===== config.mk =====
export PLATFORM = sky130hd
export DESIGN_NAME = alu_pipe_flat
export DESIGN_NICKNAME = d
export VERILOG_FILES = /design/src/rtl/alu_pkg.sv /design/src/rtl/alu_if.sv /design/src/rtl/alu_mul_seq.sv /design/src/rtl/alu_pipe.sv /design/src/flat_wrapper.sv
export SDC_FILE = /design/constraint.sdc
export NUM_CORES = 1
export LEC_CHECK = 0
export ABC_AREA = 1
export CORE_ASPECT_RATIO = 1.25
export CORE_UTILIZATION = 39
export DETAILED_ROUTE_END_ITERATION = 16
export PLACE_DENSITY = 0.59
export RECOVER_POWER = 25
export SYNTH_ARGS = -nofsm -noshare
export SYNTH_HDL_FRONTEND = slang
export SYNTH_HIERARCHICAL = 1
export SYNTH_SLANG_ARGS = --single-unit

===== constraint.sdc =====
create_clock -name clk -period 3 [get_ports clk]
set_input_delay 0.6 -clock clk [delete_from_list [all_inputs] [get_ports clk]]
set_output_delay 0.6 -clock clk [all_outputs]
set_load 0.01 [all_outputs]

===== src/rtl/alu_pkg.sv =====
// Shared definitions for the pipelined ALU: opcode map, sequencer state and
// opcode classification helpers.
package alu_pkg;

  localparam int OPW = 5;

  typedef logic [OPW-1:0] opcode_t;

  localparam opcode_t OP_ADD  = 5'd0,
                      OP_ADC  = 5'd1,
                      OP_SUB  = 5'd2,
                      OP_SBB  = 5'd3,
                      OP_MUL  = 5'd4,
                      OP_AND  = 5'd8,
                      OP_OR   = 5'd9,
                      OP_XOR  = 5'd10,
                      OP_NAND = 5'd11,
                      OP_NOR  = 5'd12,
                      OP_XNOR = 5'd13,
                      OP_NOT  = 5'd14,
                      OP_NEG  = 5'd15;

  typedef enum logic {ST_IDLE, ST_MUL} state_t;

  // Codes 5-7 are reserved for floating point, 16 and up are unassigned.
  function automatic logic is_illegal(opcode_t op);
    return ((op >= 5'd5) && (op <= 5'd7)) || (op > OP_NEG);
  endfunction

  function automatic logic is_add_class(opcode_t op);
    return (op <= OP_SBB) || (op == OP_NEG);
  endfunction

endpackage


===== src/rtl/alu_if.sv =====
// Operand/result handshake bundle between operand fetch, the ALU and
// register writeback. The ALU is the slave side.
interface alu_if
  import alu_pkg::*;
#(
  parameter int WIDTH = 32
);

  logic             in_valid;
  logic             in_ready;
  opcode_t          opcode;
  logic [WIDTH-1:0] a;
  logic [WIDTH-1:0] b;
  logic             out_valid;
  logic             out_ready;
  logic [WIDTH-1:0] result;
  logic             flag_c;
  logic             flag_z;
  logic             flag_n;
  logic             flag_v;
  logic             err_illegal;

  modport master (
    output in_valid, opcode, a, b, out_ready,
    input  in_ready, out_valid, result, flag_c, flag_z, flag_n, flag_v, err_illegal
  );

  modport slave (
    input  in_valid, opcode, a, b, out_ready,
    output in_ready, out_valid, result, flag_c, flag_z, flag_n, flag_v, err_illegal
  );

endinterface


===== src/rtl/alu_mul_seq.sv =====
// Iterative shift-add multiplier producing the low WIDTH bits of a*b, one
// multiplier bit per cycle; done pulses alongside the final product.
module alu_mul_seq #(
  parameter int WIDTH = 32
) (
  input  logic             clk,
  input  logic             rst_n,
  input  logic             start,
  input  logic [WIDTH-1:0] a,
  input  logic [WIDTH-1:0] b,
  output logic             done,
  output logic [WIDTH-1:0] product
);

  localparam int CW = $clog2(WIDTH + 1);

  logic [WIDTH-1:0] mcand;
  logic [WIDTH-1:0] mplier;
  logic [WIDTH-1:0] acc;
  logic [WIDTH-1:0] acc_next;
  logic [CW-1:0]    cnt;

  // The product is taken from the adder of the last step, so the consumer can
  // capture it on the same edge that would have written acc.
  assign acc_next = acc + (mplier[0] ? mcand : '0);
  assign product  = acc_next;
  assign done     = (cnt == CW'(1));

  always_ff @(posedge clk or negedge rst_n) begin
    if (!rst_n) begin
      mcand  <= '0;
      mplier <= '0;
      acc    <= '0;
      cnt    <= '0;
    end else if (start) begin
      mcand  <= a;
      mplier <= b;
      acc    <= '0;
      cnt    <= CW'(WIDTH);
    end else if (cnt != '0) begin
      acc    <= acc_next;
      mcand  <= mcand << 1;
      mplier <= mplier >> 1;
      cnt    <= cnt - CW'(1);
    end
  end

endmodule


===== src/rtl/alu_pipe.sv =====
// Registered ALU with valid/ready handshake, persistent carry for ADC/SBB
// chaining and a sequenced shift-add multiplier.
module alu_pipe
  import alu_pkg::*;
#(
  parameter int WIDTH = 32
) (
  input  logic  clk,
  input  logic  rst_n,
  alu_if.slave  bus
);

  state_t           state;
  logic             c_reg;
  logic             accept;
  logic             mul_start;
  logic             mul_done;
  logic [WIDTH-1:0] mul_prod;

  logic [WIDTH-1:0] add_x;
  logic [WIDTH-1:0] add_y;
  logic             add_cin;
  logic [WIDTH:0]   add_sum;
  logic             add_ovf;

  logic [WIDTH-1:0] alu_res;
  logic             alu_c;
  logic             alu_v;

  logic             load_alu;
  logic [WIDTH-1:0] ld_res;
  logic             ld_c;
  logic             ld_v;
  logic             ld_err;

  assign bus.in_ready = (state == ST_IDLE) && (!bus.out_valid || bus.out_ready);
  assign accept       = bus.in_valid && bus.in_ready;
  assign mul_start    = accept && (bus.opcode == OP_MUL);
  assign load_alu     = accept && (bus.opcode != OP_MUL);

  alu_mul_seq #(.WIDTH(WIDTH)) u_mul (
    .clk     (clk),
    .rst_n   (rst_n),
    .start   (mul_start),
    .a       (bus.a),
    .b       (bus.b),
    .done    (mul_done),
    .product (mul_prod)
  );

  // Single adder shared by all add-class ops; NEG is 0 + ~a + 1.
  always_comb begin
    // NOTE: every output of a combinational block gets a default first, so
    // no path through the case can leave a value held (which infers a latch).
    add_x   = bus.a;
    add_y   = bus.b;
    add_cin = 1'b0;
    case (bus.opcode)
      OP_ADC: add_cin = c_reg;
      OP_SUB: begin add_y = ~bus.b; add_cin = 1'b1;  end
      OP_SBB: begin add_y = ~bus.b; add_cin = c_reg; end
      OP_NEG: begin add_x = '0; add_y = ~bus.a; add_cin = 1'b1; end
      default: ;
    endcase
  end

  assign add_sum = {1'b0, add_x} + {1'b0, add_y} + (WIDTH+1)'(add_cin);
  assign add_ovf = (add_x[WIDTH-1] == add_y[WIDTH-1]) &&
                   (add_sum[WIDTH-1] != add_x[WIDTH-1]);

  always_comb begin
    alu_res = '0;
    alu_c   = c_reg;
    alu_v   = 1'b0;
    case (bus.opcode)
      OP_ADD, OP_ADC, OP_SUB, OP_SBB, OP_NEG: begin
        alu_res = add_sum[WIDTH-1:0];
        alu_c   = add_sum[WIDTH];
        alu_v   = add_ovf;
      end
      OP_AND:  alu_res = bus.a & bus.b;
      OP_OR:   alu_res = bus.a | bus.b;
      OP_XOR:  alu_res = bus.a ^ bus.b;
      OP_NAND: alu_res = ~(bus.a & bus.b);
      OP_NOR:  alu_res = ~(bus.a | bus.b);
      OP_XNOR: alu_res = ~(bus.a ^ bus.b);
      OP_NOT:  alu_res = ~bus.a;
      default: alu_res = '0;
    endcase
  end

  // mul_done can only be high in ST_MUL, when no new op is being accepted.
  assign ld_res = mul_done ? mul_prod : alu_res;
  assign ld_c   = mul_done ? c_reg    : alu_c;
  assign ld_v   = !mul_done && alu_v;
  assign ld_err = !mul_done && is_illegal(bus.opcode);

  always_ff @(posedge clk or negedge rst_n) begin
    if (!rst_n) begin
      state           <= ST_IDLE;
      c_reg           <= 1'b0;
      bus.out_valid   <= 1'b0;
      bus.result      <= '0;
      bus.flag_c      <= 1'b0;
      bus.flag_z      <= 1'b0;
      bus.flag_n      <= 1'b0;
      bus.flag_v      <= 1'b0;
      bus.err_illegal <= 1'b0;
    end else begin
      // NOTE: state registers use non-blocking assignment so every register
      // samples pre-edge values regardless of statement order.
      case (state)
        ST_IDLE: if (mul_start) state <= ST_MUL;
        ST_MUL:  if (mul_done)  state <= ST_IDLE;
      endcase

      if (load_alu || mul_done) begin
        bus.out_valid   <= 1'b1;
        bus.result      <= ld_res;
        bus.flag_c      <= ld_c;
        bus.flag_z      <= (ld_res == '0);
        bus.flag_n      <= ld_res[WIDTH-1];
        bus.flag_v      <= ld_v;
        bus.err_illegal <= ld_err;
      end else if (bus.out_ready) begin
        bus.out_valid   <= 1'b0;
      end

      if (load_alu && is_add_class(bus.opcode)) c_reg <= alu_c;
    end
  end

endmodule


===== src/flat_wrapper.sv =====
// flat-port wrapper written by rule: the top's interface ports become plain ports
module alu_pipe_flat import alu_pkg::*;
#(
  parameter int WIDTH = 32
)
  (clk, rst_n, bus_in_valid, bus_opcode, bus_a, bus_b, bus_out_ready, bus_in_ready, bus_out_valid, bus_result, bus_flag_c, bus_flag_z, bus_flag_n, bus_flag_v, bus_err_illegal);
  alu_if #(.WIDTH(WIDTH)) bus_i ();
  input  logic clk;
  input  logic rst_n;
  input wire logic [$bits(bus_i.in_valid)-1:0] bus_in_valid;
  input wire logic [$bits(bus_i.opcode)-1:0] bus_opcode;
  input wire logic [$bits(bus_i.a)-1:0] bus_a;
  input wire logic [$bits(bus_i.b)-1:0] bus_b;
  input wire logic [$bits(bus_i.out_ready)-1:0] bus_out_ready;
  output wire logic [$bits(bus_i.in_ready)-1:0] bus_in_ready;
  output wire logic [$bits(bus_i.out_valid)-1:0] bus_out_valid;
  output wire logic [$bits(bus_i.result)-1:0] bus_result;
  output wire logic [$bits(bus_i.flag_c)-1:0] bus_flag_c;
  output wire logic [$bits(bus_i.flag_z)-1:0] bus_flag_z;
  output wire logic [$bits(bus_i.flag_n)-1:0] bus_flag_n;
  output wire logic [$bits(bus_i.flag_v)-1:0] bus_flag_v;
  output wire logic [$bits(bus_i.err_illegal)-1:0] bus_err_illegal;
  assign bus_i.in_valid = bus_in_valid;
  assign bus_i.opcode = bus_opcode;
  assign bus_i.a = bus_a;
  assign bus_i.b = bus_b;
  assign bus_i.out_ready = bus_out_ready;
  assign bus_in_ready = bus_i.in_ready;
  assign bus_out_valid = bus_i.out_valid;
  assign bus_result = bus_i.result;
  assign bus_flag_c = bus_i.flag_c;
  assign bus_flag_z = bus_i.flag_z;
  assign bus_flag_n = bus_i.flag_n;
  assign bus_flag_v = bus_i.flag_v;
  assign bus_err_illegal = bus_i.err_illegal;
  alu_pipe #(.WIDTH(WIDTH)) u_core (.clk(clk), .rst_n(rst_n), .bus(bus_i));
endmodule

==> flow_metrics.tcl <==
set metrics [dict create \
    status "finished with violations" \
    violations "setup timing" \
    hold_start "u_core/u_mul/mplier[29]$_DFFE_PN0P_" \
    firstDrtPassIters 5 \
    syn2layout_area_growth_pct 47.6 \
    dp_hpwl_um 47500 \
    cts_root_buf "clkbuf_16" \
    synth_cells 2402 \
    finalCritPeriodShare_pct 108 \
    die-width_um 177 \
    synth_top_area_share_pct 23.8 \
    die_area_mm2 0.0389 \
    cts_sinks 141 \
    r2r_start "u_core/c_reg$_DFFE_PN0P_" \
    clockBufferDepth 2 \
    postSynth.asyncResetShare_pct 100 \
    synth_seq_area_share_pct 23.8 \
    rsz0062_at_grt "true" \
    drv_cap 0 \
    fmax_mhz 310 \
    num_vias 17600 \
    slew_violations 0 \
    yosys_warnings 6 \
    grt_start_max_net_pins 65 \
    finalSetupTns_ns -0.389 \
    p_int_mw 6.39 \
    total_leakage_power_nw 11.6 \
    swShare_pct 41.4 \
    track_usage_pct 31.8 \
    io_buffers 111 \
    nets 3053 \
    final.min_clock_period_ns 3.23 \
    mostFrequentLayoutCells "nand2_1 (773), inv_1 (385), buf_4 (338), nor2_1 (155), dfrtp_1 (141)" \
    grt_pass1_wl_um 94600 \
    comb_power_share_pct 51.1 \
    rows 79 \
    die_y_um 220 \
    grt_overflow 0 \
    cts_tree "built" \
    synthesis.area_mm2 0.0149 \
    power.switching_mw 4.52 \
    cts_buffers 17 \
    diodes 0 \
    cts_hold_buffers 0 \
    vias_per_cell 5.26 \
    synth_top_area_cell "dfrtp_1" \
    setup_viol 8 \
    crit_required_ns 3.39 \
    crit_fanout 5 \
    io_pins 112 \
    initial_core_util_pct 39.7 \
    ir_worst_vdd_uv 416 \
    holdCritPathClass "flip-flop to flip-flop" \
    clk_pin_slew_ns 0.07 \
    grt_antenna_before_repair 1 \
    fin_skew_ns 0.0108 \
    synth_edf_count 0 \
    grt_pass1_vias 17200 \
    final_common_cell "nand2_1" \
    htreeDepth 4 \
    fin_ws_ns -0.230 \
    wire_per_inst_um 18.6 \
    routabilityCongestion 1.03 \
    slew_headroom_pct 1.91 \
    power_density_mw_per_mm2 498 \
    critPathLaunchType "input port" \
    seqPwrFrac_pct 27.1 \
    fillers 3562 \
    synth_nets 2606 \
    drtIter0Drc 1415 \
    yosysUniqueCellTypes 49 \
    p_clk_share_pct 21.8 \
    syn_area_per_cell_um2 6.18 \
    finalHoldViolations 0 \
    core_area_mm2 0.0374 \
    startpoint "bus_opcode[2]" \
    ant_nets 0 \
    clk_latency_ns 0.46 \
    layout-drive-gt1-share_pct 26.8 \
    worst_pin_slew_ns 1.47 \
    synth_ff_type "dfrtp_1" \
    critPathKind "input port to flip-flop" \
    drc 0 \
    synth_seq_cells 141 \
    total_power_mw 10.9 \
    cp_data_arrival_time_ns 3.62 \
    end_kind "flip-flop" \
    synthTopCellsByArea "dfrtp_1 (24%), nand2_1 (22%), ha_1 (11%)" \
    wirelength_um 62200 \
]
## area by class of cell
cell class | instances | area, um^2 | share of cell area [%]
clock buffers | 20 | 447 | 2.04
clock inverters | 12 | 184 | 0.839
inverters | 413 | 1570 | 7.14
multi-input cells | 1769 | 10900 | 49.9
flip-flops and latches | 141 | 3530 | 16.1
well taps | 486 | 608 | 2.77
repair buffers | 507 | 4650 | 21.2
## metal layers
metal,global-route usage [%],vias up,part of all wire (%),wire length (um)
li1,-,8539,-,-
met1,41.8,8289,43,27000
met2,53.7,667,47,29300
met3,3.59,114,5.6,3500
met4,11.5,2,3.9,2420
met5,0,-,0.021,13
## cell usage after synthesis, types with 8 or more instances
library cell  number
ha_1             128
o211ai_2           9
nand3b_1          13
buf_6              8
o22ai_1           17
dfrtp_1          141
o221ai_1          48
buf_2             15
nand4_1           20
nand3_1          145
clkbuf_1          46
a21oi_1           46
a22oi_1           36
and2_1            18
a31oi_1           18
buf_4             10
o21ai_1            8
o2111ai_1          8
nor3_1            17
o21ai_0           65
xor2_1            17
o211ai_1          15
inv_1            405
nor2_1           187
nand2_1          877
## worst max-delay path: stages
cell and delay [ns]:
buf_8 0.10, nor2_4 0.14, nand2_4 0.07, o21ai_4 0.14, buf_12 0.15, o221ai_4 0.11, fa_2 0.38, fa_2 0.39
buf_6 0.15, or2_2 0.28, nand3_2 0.10, nand3_2 0.11, a21boi_2 0.16, nand4_1 0.20, nor2_4 0.21, nand4_1 0.11
nor2_1 0.10, nand2_1 0.06, nand2_1 0.05
## repair_timing
item | CTS | global route
pin swaps | 80 | 76
buffers inserted | 39 | 13
gates cloned | 4 | 1
gates resized for setup | 218 | 195
endpoints found under the setup margin | 33 | 32
hold endpoints to repair | 0 | 0
## through the flow
| stage | setup slack (ns) | util, % | std cells | hold WS, ns | instance area (um^2) |
|---|---|---|---|---|---|
| 3_3_place_gp | -1.37 | 51.3 | 3268 | 0.465 | 19200 |
| 3_5_place_dp | -1.37 | 51.3 | 3268 | 0.468 | 19200 |
| 6_report | -0.230 | 58.7 | 3348 | 0.480 | 21900 |
| 5_1_grt | -0.370 | 58.7 | 3348 | 0.505 | 21900 |
| 4_1_cts | -0.245 | 56.4 | 3341 | 0.116 | 21100 |
| 2_1_floorplan | -0.119 | - | 2402 | 0.304 | 15000 |
## power groups by stage
stage	clock (mW)	combinational, mW	sequential (mW)
after floorplan	0	2.60	2.92
after global placement	0	4.77	2.98
after detailed placement	0	4.82	2.98
after CTS	2.41	5.18	2.96
after global routing	2.49	6.08	3.02
final	2.38	5.58	2.96
## cell families (layout without fill, tap and decap cells)
group | after synthesis | in the layout | synth area share [%]
AO/OA/AOI/OAI | 298 | 298 | 13.6
buffers and inverters | 492 | 952 | 13.2
multiplexers | 5 | 5 | 0.337
adder cells (fa/ha/maj) | 131 | 131 | 11.2
AND/OR/NAND/NOR | 1311 | 1311 | 36.5
flip-flops | 141 | 141 | 23.8
XOR/XNOR | 24 | 24 | 1.42
## final timing paths
| path | endpoint | slack [ns] | depth (start not counted) |
|---|---|---|---|
| setup / recovery | u_core/bus.flag_z$_DFFE_PN0P_ | -0.23 | 19 |
| hold / removal | u_core/u_mul/mplier[28]$_DFFE_PN0P_ | 0.48 | 2 |
| min in group asynchronous | u_core/state$_DFF_PN0_ | 0.50 | 1 |
| setup reg to reg | u_core/bus.flag_z$_DFFE_PN0P_ | -0.12 | 15 |
| max in group asynchronous | u_core/u_mul/acc[27]$_DFFE_PN0P_ | 0.75 | 2 |
| hold reg to reg | u_core/u_mul/mplier[28]$_DFFE_PN0P_ | 0.48 | 2 |
Power figures use the tool's default switching activity.
